## src/rtl/alu_pkg.sv

```systemverilog
// rtl/alu_pkg.sv - opcode constants and FSM state encoding for the sequential ALU
package alu_pkg;

    localparam logic [1:0] OP_ADD = 2'b00;
    localparam logic [1:0] OP_SUB = 2'b01;
    localparam logic [1:0] OP_MUL = 2'b10;
    localparam logic [1:0] OP_AVG = 2'b11;

    typedef enum logic [1:0] {
        ST_IDLE = 2'b00,
        ST_MUL  = 2'b01,
        ST_DONE = 2'b10
    } state_t;

endpackage

```

## src/rtl/alu_seq_mul.sv

```systemverilog
// rtl/alu_seq_mul.sv - iterative shift-add multiplier, one multiplier bit per clock
module alu_seq_mul #(
    parameter int WIDTH = 4
) (
    input  logic                 clk,
    input  logic                 rst_n,
    input  logic                 start,
    input  logic [WIDTH-1:0]     a,
    input  logic [WIDTH-1:0]     b,
    output logic                 done,
    output logic [2*WIDTH-1:0]   result
);

    localparam int CNT_W = $clog2(WIDTH + 1);

    logic [2*WIDTH-1:0] mcand;
    logic [WIDTH-1:0]   mplier;
    logic [CNT_W-1:0]   cnt;
    logic [2*WIDTH-1:0] prod;
    logic [2*WIDTH-1:0] prod_next;
    logic               running;

    // mcand is kept pre-shifted by cnt and mplier shifted down, so bit 0 is the current step
    always_comb begin
        prod_next = prod;
        if (mplier[0]) begin
            prod_next = prod + mcand;
        end
    end

    assign done   = running && (cnt == CNT_W'(WIDTH - 1));
    assign result = prod_next;

    always_ff @(posedge clk or negedge rst_n) begin
        if (!rst_n) begin
            mcand   <= '0;
            mplier  <= '0;
            cnt     <= '0;
            prod    <= '0;
            running <= 1'b0;
        end else if (start) begin
            mcand   <= {{WIDTH{1'b0}}, a};
            mplier  <= b;
            cnt     <= '0;
            prod    <= '0;
            running <= 1'b1;
        end else if (running) begin
            mcand   <= mcand << 1;
            mplier  <= mplier >> 1;
            cnt     <= cnt + 1'b1;
            prod    <= prod_next;
            running <= !done;
        end
    end

endmodule

```

## src/rtl/alu_seq_core.sv

```systemverilog
// rtl/alu_seq_core.sv - registered add/sub/mul/avg ALU with valid/ready handshakes
module alu_seq_core
    import alu_pkg::*;
#(
    parameter int WIDTH = 4
) (
    input  logic                 clk,
    input  logic                 rst_n,
    input  logic                 in_valid,
    output logic                 in_ready,
    input  logic [WIDTH-1:0]     a,
    input  logic [WIDTH-1:0]     b,
    input  logic [1:0]           op,
    output logic                 out_valid,
    input  logic                 out_ready,
    output logic [2*WIDTH-1:0]   y,
    output logic                 busy
);

    state_t             state_q;
    state_t             state_d;
    logic [2*WIDTH-1:0] y_q;
    logic [2*WIDTH-1:0] y_d;
    logic [WIDTH:0]     sum;
    logic               a_lt_b;
    logic [WIDTH-1:0]   diff_mag;
    logic               mul_start;
    logic               mul_done;
    logic [2*WIDTH-1:0] mul_result;

    assign sum      = {1'b0, a} + {1'b0, b};
    assign a_lt_b   = (a < b);
    assign diff_mag = a_lt_b ? (b - a) : (a - b);

    alu_seq_mul #(.WIDTH(WIDTH)) u_mul (
        .clk    (clk),
        .rst_n  (rst_n),
        .start  (mul_start),
        .a      (a),
        .b      (b),
        .done   (mul_done),
        .result (mul_result)
    );

    always_comb begin
        state_d   = state_q;
        y_d       = y_q;
        mul_start = 1'b0;
        case (state_q)
            ST_IDLE: begin
                if (in_valid) begin
                    state_d = ST_DONE;
                    case (op)
                        OP_ADD: y_d = {{(WIDTH-1){1'b0}}, sum};
                        OP_SUB: y_d = {a_lt_b, {(WIDTH-1){1'b0}}, diff_mag};
                        OP_AVG: y_d = {sum[0], {(WIDTH-1){1'b0}}, sum[WIDTH:1]};
                        default: begin
                            mul_start = 1'b1;
                            state_d   = ST_MUL;
                        end
                    endcase
                end
            end
            ST_MUL: begin
                if (mul_done) begin
                    y_d     = mul_result;
                    state_d = ST_DONE;
                end
            end
            ST_DONE: begin
                if (out_ready) begin
                    state_d = ST_IDLE;
                end
            end
            default: state_d = ST_IDLE;
        endcase
    end

    always_ff @(posedge clk or negedge rst_n) begin
        if (!rst_n) begin
            state_q <= ST_IDLE;
            y_q     <= '0;
        end else begin
            state_q <= state_d;
            y_q     <= y_d;
        end
    end

    assign y         = y_q;
    assign in_ready  = (state_q == ST_IDLE);
    assign out_valid = (state_q == ST_DONE);
    assign busy      = (state_q != ST_IDLE);

endmodule

```

## config.mk

```make
export PLATFORM = sky130hd
export DESIGN_NAME = alu_seq_core
export DESIGN_NICKNAME = d
export VERILOG_FILES = /design/src/rtl/alu_pkg.sv /design/src/rtl/alu_seq_mul.sv /design/src/rtl/alu_seq_core.sv
export SDC_FILE = /design/constraint.sdc
export NUM_CORES = 1
export LEC_CHECK = 0
export CAP_MARGIN = 20
export CORE_UTILIZATION = 59
export CTS_BUF_LIST = sky130_fd_sc_hd__clkbuf_4
export DETAILED_ROUTE_END_ITERATION = 16
export PLACE_DENSITY = 0.93
export SYNTH_ARGS = -nofsm -noshare
export SYNTH_HDL_FRONTEND = slang
export SYNTH_HIERARCHICAL = 1
export SYNTH_SLANG_ARGS = --single-unit
```

## constraint.sdc

```tcl
create_clock -name clk -period 2.8 [get_ports clk]
set_clock_uncertainty 0.15 [all_clocks]
set_input_delay 0.56 -clock clk [delete_from_list [all_inputs] [get_ports clk]]
set_output_delay 0.56 -clock clk [all_outputs]
set_load 0.1 [all_outputs]
```

======== After elaboration in Yosys (flattened, before gate mapping) ========
Cells that the tools add are included.
word-level totals
  memories kept ........................... 0
  RAM bits ................................ 0
  output and inout port bits .............. 11
  memory bits (read-only) ................. 0
  input port bits ......................... 14
  word-level logic and storage cells ...... 56
  latch bits .............................. 0
  register bits after elaboration ......... 34
cells by class
  equality and inequality tests ........... 9
  multiplexer cells ....................... 24
  shifts and indexed selects .............. 0
  multiply operators ...................... 0
  $lt $le $gt $ge ......................... 1
  bitwise operators ....................... 0
  divide/modulo/power cells ............... 0
  add/subtract/negate cells ............... 5
  reduce and logical (&&, ||, !) cells .... 10
operators by type and width
  cell                                                                     count
  8-bit 2-to-1 mux                                                         7
  8-bit case mux with 3 select lines                                       1
  8-bit case mux with 2 select lines                                       1
  4-bit 2-to-1 mux                                                         3
  8-bit adder                                                              1
  2-bit 2-to-1 mux                                                         4
  4-bit subtractor                                                         2
  3-bit 2-to-1 mux                                                         2
  2-bit case mux with 3 select lines                                       1
  2-bit nonzero test                                                       3
  4-bit by 4-bit adder with 5-bit output                                   1
  1-bit 2-to-1 mux                                                         5
  2-bit by 1-bit == test with 1-bit output, second input constant          2
  2-bit == test, second input constant                                     2
  2-bit zero test                                                          2
  4-bit less-than comparator                                               1
  2-bit by 1-bit inequality test with 1-bit output, second input constant  2
  4-bit by 1-bit inequality test with 1-bit output, second input constant  1
  4-bit AND reduction                                                      1
  3-bit by 1-bit adder with 3-bit output, second input constant            1
  3-bit by 2-bit == test with 1-bit output, second input constant          1
  3-bit AND reduction                                                      1
  3-bit OR reduction                                                       1
  2-bit inequality test, second input constant                             1
  2 further kinds                                                          2

======== Logic depth before layout (Yosys ltp) ========
Gate-level depths: netlist (run 1).
  word-level depth ........................ 6
  depth in mapped cells ................... 10

======== Modules after synthesis ========
The synthesis (run 1) kept the hierarchy.
modules (own cells, without submodules)
  module        area each (µm²)  seq. area each (µm²)  times used  cells each
  alu_seq_mul   1,488.9          600.6                 1           153
  alu_seq_core  996.0            250.2                 1           114

======== Worst setup path after synthesis (run 1) ========
No wires, ideal clock.
  path kind ............................... register to output
  start ................................... register state_q[1]
  end ..................................... output port busy
  path buffers ............................ 0
  data arrival time ....................... 2.717 ns
  path slack .............................. -0.627 ns
  required time ........................... 2.090 ns
  cell stages (with the launch flop) ...... 3
  cell sequence ........................... dfrtp_1 > nor2_1 > inv_1
between the ends
  word-level cells in the longest chain between the ends .. 1
RTL lines
  what                    RTL line            text
  from (decl)             alu_seq_core.sv:20  state_t state_q;
  from (signal assigned)  alu_seq_core.sv:84  state_q <= state_d;
  2-bit nonzero test      alu_seq_core.sv:92  assign busy = (state_q != ST_IDLE);
  to (decl)               alu_seq_core.sv:17  output logic busy
No other way between the ends.

======== Worst setup path in the final report (run 1) ========
  start ................................... register u_mul.mcand[0]
  end ..................................... register y_q[6] (netlist: y[6])
between the ends
  word-level cells in the longest chain between the ends .. 4
RTL lines
  what                                RTL line            text
  from (decl)                         alu_seq_mul.sv:16   logic [2*WIDTH-1:0] mcand;
  from (signal assigned)              alu_seq_mul.sv:42   mcand <= {{WIDTH{1'b0}}, a};
  from (signal assigned)              alu_seq_mul.sv:48   mcand <= mcand << 1;
  8-bit adder                         alu_seq_mul.sv:27   prod_next = prod + mcand;
  8-bit 2-to-1 mux                    alu_seq_mul.sv:26   if (mplier[0]) begin
  net mul_result[6]                   alu_seq_core.sv:29  logic [2*WIDTH-1:0] mul_result;
  8-bit 2-to-1 mux                    alu_seq_core.sv:65  if (mul_done) begin
  8-bit case mux with 2 select lines  alu_seq_core.sv:49  case (state_q)
  to (signal assigned)                alu_seq_core.sv:85  y_q <= y_d;
  to (decl)                           alu_seq_core.sv:22  logic [2*WIDTH-1:0] y_q;
The timed path passes the listed nets, and every way through them passes these cells. The select of a mux whose other input is x is not followed.
A chain may end at the register's enable or synchronous reset.

==> flow_summary.toml, run 1 <==
[logic_synthesis]
synth_most_common_cell = "sky130_fd_sc_hd__dfrtp_1"
synthesis.yosys.warnings = 6
dominantRegCellSynth = "sky130_fd_sc_hd__dfrtp_1"
leading_post_synthesis_cells_by_cell_area = "sky130_fd_sc_hd__dfrtp_1 34%, sky130_fd_sc_hd__ha_1 10%, sky130_fd_sc_hd__mux2i_1 6.4%, sky130_fd_sc_hd__nor2_1 4.4%, sky130_fd_sc_hd__nand2_1 4.1%"
syn-num-nets = 305
ys_seq_elements = 34
ys_top_cells_by_count = "34 x sky130_fd_sc_hd__dfrtp_1, 29 x sky130_fd_sc_hd__nor2_1, 27 x sky130_fd_sc_hd__nand2_1"
synth_top_cell_area_share_pct = 34.2
syn-cell-area_sq_um = 2480
netlist_instances = 267
synth_cell_types = 53
synth.yosys.seq_area_share_pct = 34.2
post_synth.cell_area_avg_sq_um = 9.31
synth-edff-count = 0
yosysTopAreaCell = "sky130_fd_sc_hd__dfrtp_1"
async_s_r_ff_share_synth_pct = 100

[timing]
final.period_utilization_pct = 92.2
finalSetupViolCount = 0
slew_headroom_pct = 61.9
min_period_ps = 2580
timing.final.hold_violations = 0
finalSetupTns_ps = 0
final-max-slew-violation-count = 0
fmax_mhz = 387
tightest_slew_ps = 572
rsz0062_at_grt = "no"

[flow_run]
maxCapViolCount = 0

[global_route]
globalRouteOverflowTotal = 0
grt_start_max_net_pins = 35
grt.busiest_layer = "met2"
vias_in_the_first_global_route = 1945
grt_util_met1_pct = 32.8
grtUsageMet2_pct = 45.8
initial_antenna_violation_count = 0
grt_pass1_wl_um = 8810
grt_util_met3_pct = 5.82
grt.total_usage_pct = 27.0

[cts]
tritoncts_clock_tree = "yes"
ctsLongestPathBuffers = 2
clock_sink_count = 34
tritoncts.num_buffers = 5
path_clk_slew_ps = 110
post_cts_resized = 0
post_cts_hold_buffer_count = 0
clock_latency_reported_for_the_late_side_of_the_worst_skew_pair_ps = 350
cts_setup_buffers = 0
h-tree-depth = 2
clock_tree.root_cell = "sky130_fd_sc_hd__clkbuf_4"

[worst_setup_path]
regToRegEndpoint = "y[6]"
timing.critical_path.fanout_max = 3
wp_data_required_ps = 2900
critical_path.startpoint = "u_mul/mcand[0]"
crit_slowest_cell = "sky130_fd_sc_hd__dfrtp_1"
cp_num_cells = 8
path_buf_inv = 0
rrSetupSlack_ps = 220
cp_top_family = "compound AO/OA/AOI/OAI gates"
start_to_end_type_of_the_worst_setup_path = "reg -> reg"
critical_path.endpoint_type = "register"
arrival_ps = 2680
timing.critical_path.slowest_cell_delay_ps = 420
critPathLaunchType = "register"
cp_cell_sequence = "ha_1 -> fa_1 -> a21o_1 -> a21oi_1 -> o21ai_0 -> xor2_1 -> mux2_2 -> a22o_1"
r2r_cells = 8
rr_startpoint = "u_mul/mcand[0]"

[layout]
fill_cell_instance_count_of_the_final_layout = 299
layout.area.seq_sq_um = 851
area.growth.synth_to_final_pct = 15.3
final_layout_size_suffix_gt1_share_pct = 18.7
antennaDiodeCount = 0
layout.nets = 337
multi_input_comb_area_sq_um = 1490

[pwr]
p_leak_nw = 1.38
power_mw = 3.22
power_per_cell_area_nw_per_um2 = 1120
vdd_drop_max_v = 0.000460

[min_path]
worstHoldEndpoint = "y[1]"
worstHoldPathType = "reg -> reg"
hold_path_startpoint = "y[1]"
holdPathStages = 2

[routing]
dr.first_iter.drc_count = 126
final_antenna_net_count = 0
wire_per_inst_um = 15.7
detail_route.drc_violations = 0
first_pass_iters = 4
avgViaCountPerCell = 5.94
totalWireLength_um = 5510
routed-via-count = 2080

[floorplanning]
die_area_sq_um = 4470
design.portCount = 25
fp.dieW_um = 66.9
design.core.area_sq_um = 4030
rows = 23
start_util_pct = 61.7
die_height_um = 66.9

[place]
place.gp.congestion = 0.856
dpl.hpwl_um = 4180
place.port_buffers = 24

[outcome]
status = "finished, final reports clean"
## registers in the layout (all words and copies together), names as in the netlist
register	count
u_mul/prod	8
u_mul/mplier	4
u_mul/running	1
state_q	2
u_mul/mcand	8
u_mul/cnt	3
y	8
## worst reg2reg max path, delay by kind of cell, from the launching register on
kind,cells,cell delay [ps]
compound gates,4,800
xor+xnor,1,160
fa+ha+maj,2,680
flops,1,420
mux,1,270
## how the worst max path moves through the flow
stage	end	slack, ps
after floorplan	busy	80
after global placement	y[1]	70
after detailed placement	y[1]	10
after CTS	y[6]	240
after global routing	y[4]	100
final	y[6]	220
## logic make-up after synthesis
| group | share of synthesized area, % |
|---|---|
| simple gates | 14.5 |
| flops | 34.2 |
| xor+xnor | 3.88 |
| buf+inv | 5.84 |
| mux | 9.77 |
| fa+ha+maj | 13.3 |
| compound gates | 18.5 |
## layer usage
metal / vias up / share of wire (%)
li1: 999 / -
met1: 994 / 41
met2: 71 / 51
met3: 16 / 6.1
met4: 0 / 2.5
met5: - / 0
## power by group
| part | internal [mW] | switching, mW | total [mW] |
|---|---|---|---|
| Sequential | 0.698 | 0.214 | 0.912 |
| Combinational | 0.670 | 1.26 | 1.93 |
| Clock | 0.209 | 0.168 | 0.377 |
## placed cells by master, fill, tap and decap left out, types with 4 or more instances in the layout
cell	count
sky130_fd_sc_hd__clkdlybuf4s50_1	13
sky130_fd_sc_hd__a21oi_1	11
sky130_fd_sc_hd__clkbuf_4	7
sky130_fd_sc_hd__mux2i_1	16
sky130_fd_sc_hd__fa_1	4
sky130_fd_sc_hd__o21ai_0	18
sky130_fd_sc_hd__ha_1	20
sky130_fd_sc_hd__o22ai_1	4
sky130_fd_sc_hd__nor2_1	28
sky130_fd_sc_hd__xnor2_1	8
sky130_fd_sc_hd__nand2_1	27
sky130_fd_sc_hd__mux2_2	6
sky130_fd_sc_hd__nand3_1	4
sky130_fd_sc_hd__buf_4	24
sky130_fd_sc_hd__dfrtp_1	34
sky130_fd_sc_hd__inv_1	17
## area by class of cell
class | count | share of cell area (%)
well taps | 50 | 2.18
inverters | 18 | 2.36
flip-flops and latches | 34 | 29.7
multi-input cells | 203 | 52.1
repair buffers | 37 | 10.8
clock inverters | 1 | 1.05
clock buffers | 7 | 1.83
## metrics by stage
step	setup WS, ps	util (%)	hold WS (ps)	instance area, sq um	instances
global placement	70.8	69.1	315	2780	342
floorplan	80.7	-	114	2490	267
finish	218	71.1	349	2870	350
global route	95.7	71.1	384	2870	350
CTS	237	71.1	350	2870	350
detailed placement	10.8	69.1	328	2780	342
(Power assumes the default switching activity.)
==> inputs of run 2 (changes only) <==
- CORE_MARGIN: unset -> 2
==> run 2 against run 1 <==
  * Final area down 1.2%
  * Worst hold slack better by 1.7 ps
  * Largest power group unchanged
  * Global-route usage down 1.5 points
  * Maximum frequency about the same
  * Sequential power about the same
  * Non-clock buffer count up 1
  * Critical endpoint unchanged
==> flow_summary.toml, run 2 (synthesis results as in run 1) <==
[outcome]
status = "finished, final reports clean"

[worst_setup_path]
critical_path.endpoint_type = "register"
cp_cell_sequence = "ha_1 -> fa_1 -> a21o_1 -> a21oi_1 -> o21ai_0 -> xor2_1 -> mux2_2 -> a22o_1"
timing.critical_path.slowest_cell_delay_ps = 410
wp_data_required_ps = 2880
rrSetupSlack_ps = 220
cp_top_family = "compound AO/OA/AOI/OAI gates"
arrival_ps = 2670
path_buf_inv = 0
start_to_end_type_of_the_worst_setup_path = "reg -> reg"
critPathLaunchType = "register"
crit_slowest_cell = "sky130_fd_sc_hd__dfrtp_1"
timing.critical_path.fanout_max = 3

[floorplanning]
fp.dieW_um = 68.9
start_util_pct = 61.7
design.portCount = 25
die_area_sq_um = 4750
rows = 23
die_height_um = 68.9
design.core.area_sq_um = 4030

[layout]
antennaDiodeCount = 0
layout.area.seq_sq_um = 851
mostFrequentLayoutCell = "sky130_fd_sc_hd__dfrtp_1"
cell_count_final_fillers_out = 349
area.growth.synth_to_final_pct = 13.9
fill_cell_instance_count_of_the_final_layout = 290
layout.cells.most_common_list = "34 x sky130_fd_sc_hd__dfrtp_1, 28 x sky130_fd_sc_hd__nor2_1, 27 x sky130_fd_sc_hd__nand2_1"
multi_input_comb_area_sq_um = 1490
layout.nets = 338
final_layout_size_suffix_gt1_share_pct = 18.1
final_core_utilization_pct = 70.3

[pwr]
p_leak_nw = 1.36
power_mw = 3.07
vdd_drop_max_v = 0.000485
power_per_cell_area_nw_per_um2 = 1090

[min_path]
worstHoldPathType = "reg -> reg"

[timing]
finalSetupTns_ps = 0
finalSetupViolCount = 0
rsz0062_at_grt = "no"
tightest_slew_ps = 574
final-max-slew-violation-count = 0
slew_headroom_pct = 61.7
fmax_mhz = 387
timing.final.hold_violations = 0
final.period_utilization_pct = 92.3
holdWs_ps = 351
min_period_ps = 2580

[routing]
totalWireLength_um = 5500
dr.first_iter.drc_count = 200
first_pass_iters = 4
routed-via-count = 2077
detail_route.drc_violations = 0
avgViaCountPerCell = 5.95
wire_per_inst_um = 15.8
final_antenna_net_count = 0

[global_route]
vias_in_the_first_global_route = 1996
grt_pass1_wl_um = 8890
grt_start_max_net_pins = 35
globalRouteOverflowTotal = 0
grt.total_usage_pct = 25.5
initial_antenna_violation_count = 0

[place]
place.gp.congestion = 0.868
place.port_buffers = 24
dp.cells = 343
dpl.hpwl_um = 4260

[cts]
cts_setup_buffers = 0
clock_latency_reported_for_the_late_side_of_the_worst_skew_pair_ps = 330
path_clk_slew_ps = 100
clock_sink_count = 34
clock_tree.root_cell = "sky130_fd_sc_hd__clkbuf_4"
tritoncts_clock_tree = "yes"
post_cts_hold_buffer_count = 0
h-tree-depth = 2
ctsLongestPathBuffers = 2
tritoncts.num_buffers = 5
post_cts_resized = 0

[flow_run]
maxCapViolCount = 0
run 2: final timing paths:
check                               start             to  depth (start not counted)
max                        u_mul/mcand[0]           y[6]                          8
min                                  y[1]           y[1]                          2
max reg2reg                u_mul/mcand[0]           y[6]                          8
min reg2reg                          y[1]           y[1]                          2
max in group asynchronous           rst_n           y[3]                          2
min in group asynchronous           rst_n  u_mul/prod[7]                          2
run 2: final cells by class:
type                            instances  area share, %
Clock inverter                          1          0.133
Inverter                               18           2.39
Sequential cell                        34           30.0
Multi-Input combinational cell        203           52.7
Clock buffer                            5           1.33
Tap cell                               50           2.21
Timing Repair Buffer                   38           11.2
run 2: through the flow:
| step | cell area, sq um | setup WS (ps) |
|---|---|---|
| finish | 2830 | 215 |
| global placement | 2790 | 68.7 |
| detailed placement | 2790 | -6.54 |
| CTS | 2830 | 218 |
| floorplan | 2490 | 80.7 |
| global route | 2830 | 112 |
run 2: layer usage:
metal	vias up	global-route usage, %	wire length [um]
li1	1000	-	-
met5	-	0	0
met4	0	12.0	157
met3	19	4.71	310
met1	983	33.0	2320
met2	75	41.2	2710
run 2: where the power goes:
group	switching, mW	leakage (nW)	internal (mW)
clock network	0.147	0.0246	0.0857
registers	0.214	0.435	0.698
logic	1.26	0.903	0.672
run 2: worst register-to-register path: stages, from the launching register on:
cell and delay, ps:
sky130_fd_sc_hd__dfrtp_1 410, sky130_fd_sc_hd__ha_1 250, sky130_fd_sc_hd__fa_1 410, sky130_fd_sc_hd__a21o_1 190, sky130_fd_sc_hd__a21oi_1 280, sky130_fd_sc_hd__o21ai_0 180
sky130_fd_sc_hd__xor2_1 170, sky130_fd_sc_hd__mux2_2 270, sky130_fd_sc_hd__a22o_1 190
==> inputs of run 3 (changes only) <==
- ABC_CLOCK_PERIOD_IN_PS: unset -> 2800
- REMOVE_ABC_BUFFERS: unset -> 1
==> run 3 against run 2 <==
  * Clock power grew 12%
  * Routed wire length decreased by 1.3%
  * Critical endpoint unchanged
  * Sequential power grew 0.9%
  * Count of clock-buffer cells in the layout unchanged
  * Combinational power barely moved
  * Final cell count is 0.57% higher
  * Non-clock buffer count unchanged
  * Power rose by 1.4%
==> flow_summary.toml, run 3 (synthesis results as in run 1) <==
[worst_setup_path]
crit_slowest_cell = "sky130_fd_sc_hd__dfrtp_1"
critPathLaunchType = "register"
wp_data_required_ps = 2910
start_to_end_type_of_the_worst_setup_path = "reg -> reg"
cp_cell_sequence = "ha_1 -> fa_1 -> a21o_1 -> a21oi_1 -> o21ai_0 -> xor2_1 -> mux2_2 -> a22o_1"
r2r_cells = 8
arrival_ps = 2850
timing.critical_path.fanout_max = 3
critical_path.endpoint_type = "register"
timing.critical_path.slowest_cell_delay_ps = 430
rrSetupSlack_ps = 60

[pwr]
p_leak_nw = 1.36
power_per_cell_area_nw_per_um2 = 1100
vdd_drop_max_v = 0.000554

[layout]
mostFrequentLayoutCell = "sky130_fd_sc_hd__dfrtp_1"
layout.nets = 338
cell_count_final_fillers_out = 351
antennaDiodeCount = 0
final_core_utilization_pct = 70.4
layout.cells.most_common_list = "34 x sky130_fd_sc_hd__dfrtp_1, 29 x sky130_fd_sc_hd__nor2_1, 27 x sky130_fd_sc_hd__nand2_1"
final_layout_size_suffix_gt1_share_pct = 17.6
area.growth.synth_to_final_pct = 14.1

[min_path]
holdPathStages = 2
worstHoldPathType = "reg -> reg"

[cts]
tritoncts_clock_tree = "yes"
post_cts_hold_buffer_count = 0
post_cts_resized = 0
clock_tree.root_cell = "sky130_fd_sc_hd__clkbuf_4"
ctsLongestPathBuffers = 2
clock_sink_count = 34
h-tree-depth = 2
path_clk_slew_ps = 110
tritoncts.num_buffers = 5
cts_setup_buffers = 0
clock_latency_reported_for_the_late_side_of_the_worst_skew_pair_ps = 360

[timing]
timing.final.hold_violations = 0
tightest_slew_ps = 596
min_period_ps = 2740
slew_headroom_pct = 60.2
fmax_mhz = 365
rsz0062_at_grt = "no"
final.period_utilization_pct = 97.8
final-max-slew-violation-count = 0
finalSetupViolCount = 0

[routing]
dr.first_iter.drc_count = 216
routed-via-count = 2092
totalWireLength_um = 5430
final_antenna_net_count = 0
avgViaCountPerCell = 5.96
wire_per_inst_um = 15.5
detail_route.drc_violations = 0
first_pass_iters = 5

[global_route]
grt.total_usage_pct = 24.8
vias_in_the_first_global_route = 1911
grt_start_max_net_pins = 35
grt_pass1_wl_um = 8620
globalRouteOverflowTotal = 0
initial_antenna_violation_count = 0

[floorplanning]
die_area_sq_um = 4750
die_height_um = 68.9
design.core.area_sq_um = 4030
fp.dieW_um = 68.9
start_util_pct = 61.7
rows = 23
design.portCount = 25

[flow_run]
maxCapViolCount = 0

[outcome]
status = "finished, final reports clean"

[place]
dpl.hpwl_um = 4100
dp.cells = 343
place.gp.congestion = 0.912
place.port_buffers = 24
## run 3: final timing paths
check / endpoint / from
max: y[6] / u_mul/mcand[0]
min: y[0] / y[0]
max reg2reg: y[6] / u_mul/mcand[0]
min reg2reg: y[0] / y[0]
max in group asynchronous: u_mul/cnt[2] / rst_n
min in group asynchronous: u_mul/prod[6] / rst_n
## run 3: area by class of cell
type | instances | area, sq um
clock buffers | 5 | 37.5
multi-input cells | 203 | 1490
flip-flops and latches | 34 | 851
clock inverters | 3 | 11.3
repair buffers | 38 | 318
inverters | 18 | 67.6
well taps | 50 | 62.6
fillers | 284 | 1190
## run 3: report_power, final
part / total [mW] / internal (mW) / switching, mW
Sequential: 0.920 / 0.698 / 0.223
Combinational: 1.93 / 0.677 / 1.26
Clock: 0.260 / 0.0893 / 0.171
Total: 3.11 / 1.46 / 1.65
## run 3: per-stage QoR
stage               instance area, sq um  hold slack (ps)  total power [mW]  worst slack (ps)  TNS, ps
floorplan                           2410              114              2.37             -1300   -20470
global placement                    2790              329              2.76              83.9        0
detailed placement                  2790              342              2.83              44.5        0
CTS                                 2840              367              3.09               137        0
global route                        2840              391              3.30              44.5        0
finish                              2840              359              3.11              61.5        0
## run 3: metal layers
| layer | wire length, um | track usage (%) |
|---|---|---|
| met1 | 2250 | 31.5 |
| met4 | 110 | 9.07 |
| met5 | 0 | 0 |
| met3 | 370 | 5.68 |
| met2 | 2700 | 41.2 |
## run 3: worst max-delay path, delay by kind of cell (launching register included)
family                     cells  cell delay, ps
xor gates and xnor gates       1             190
AOI/OAI and AO/OA              4             900
muxes                          1             290
adders and majority gates      2             690
DFF                            1             430
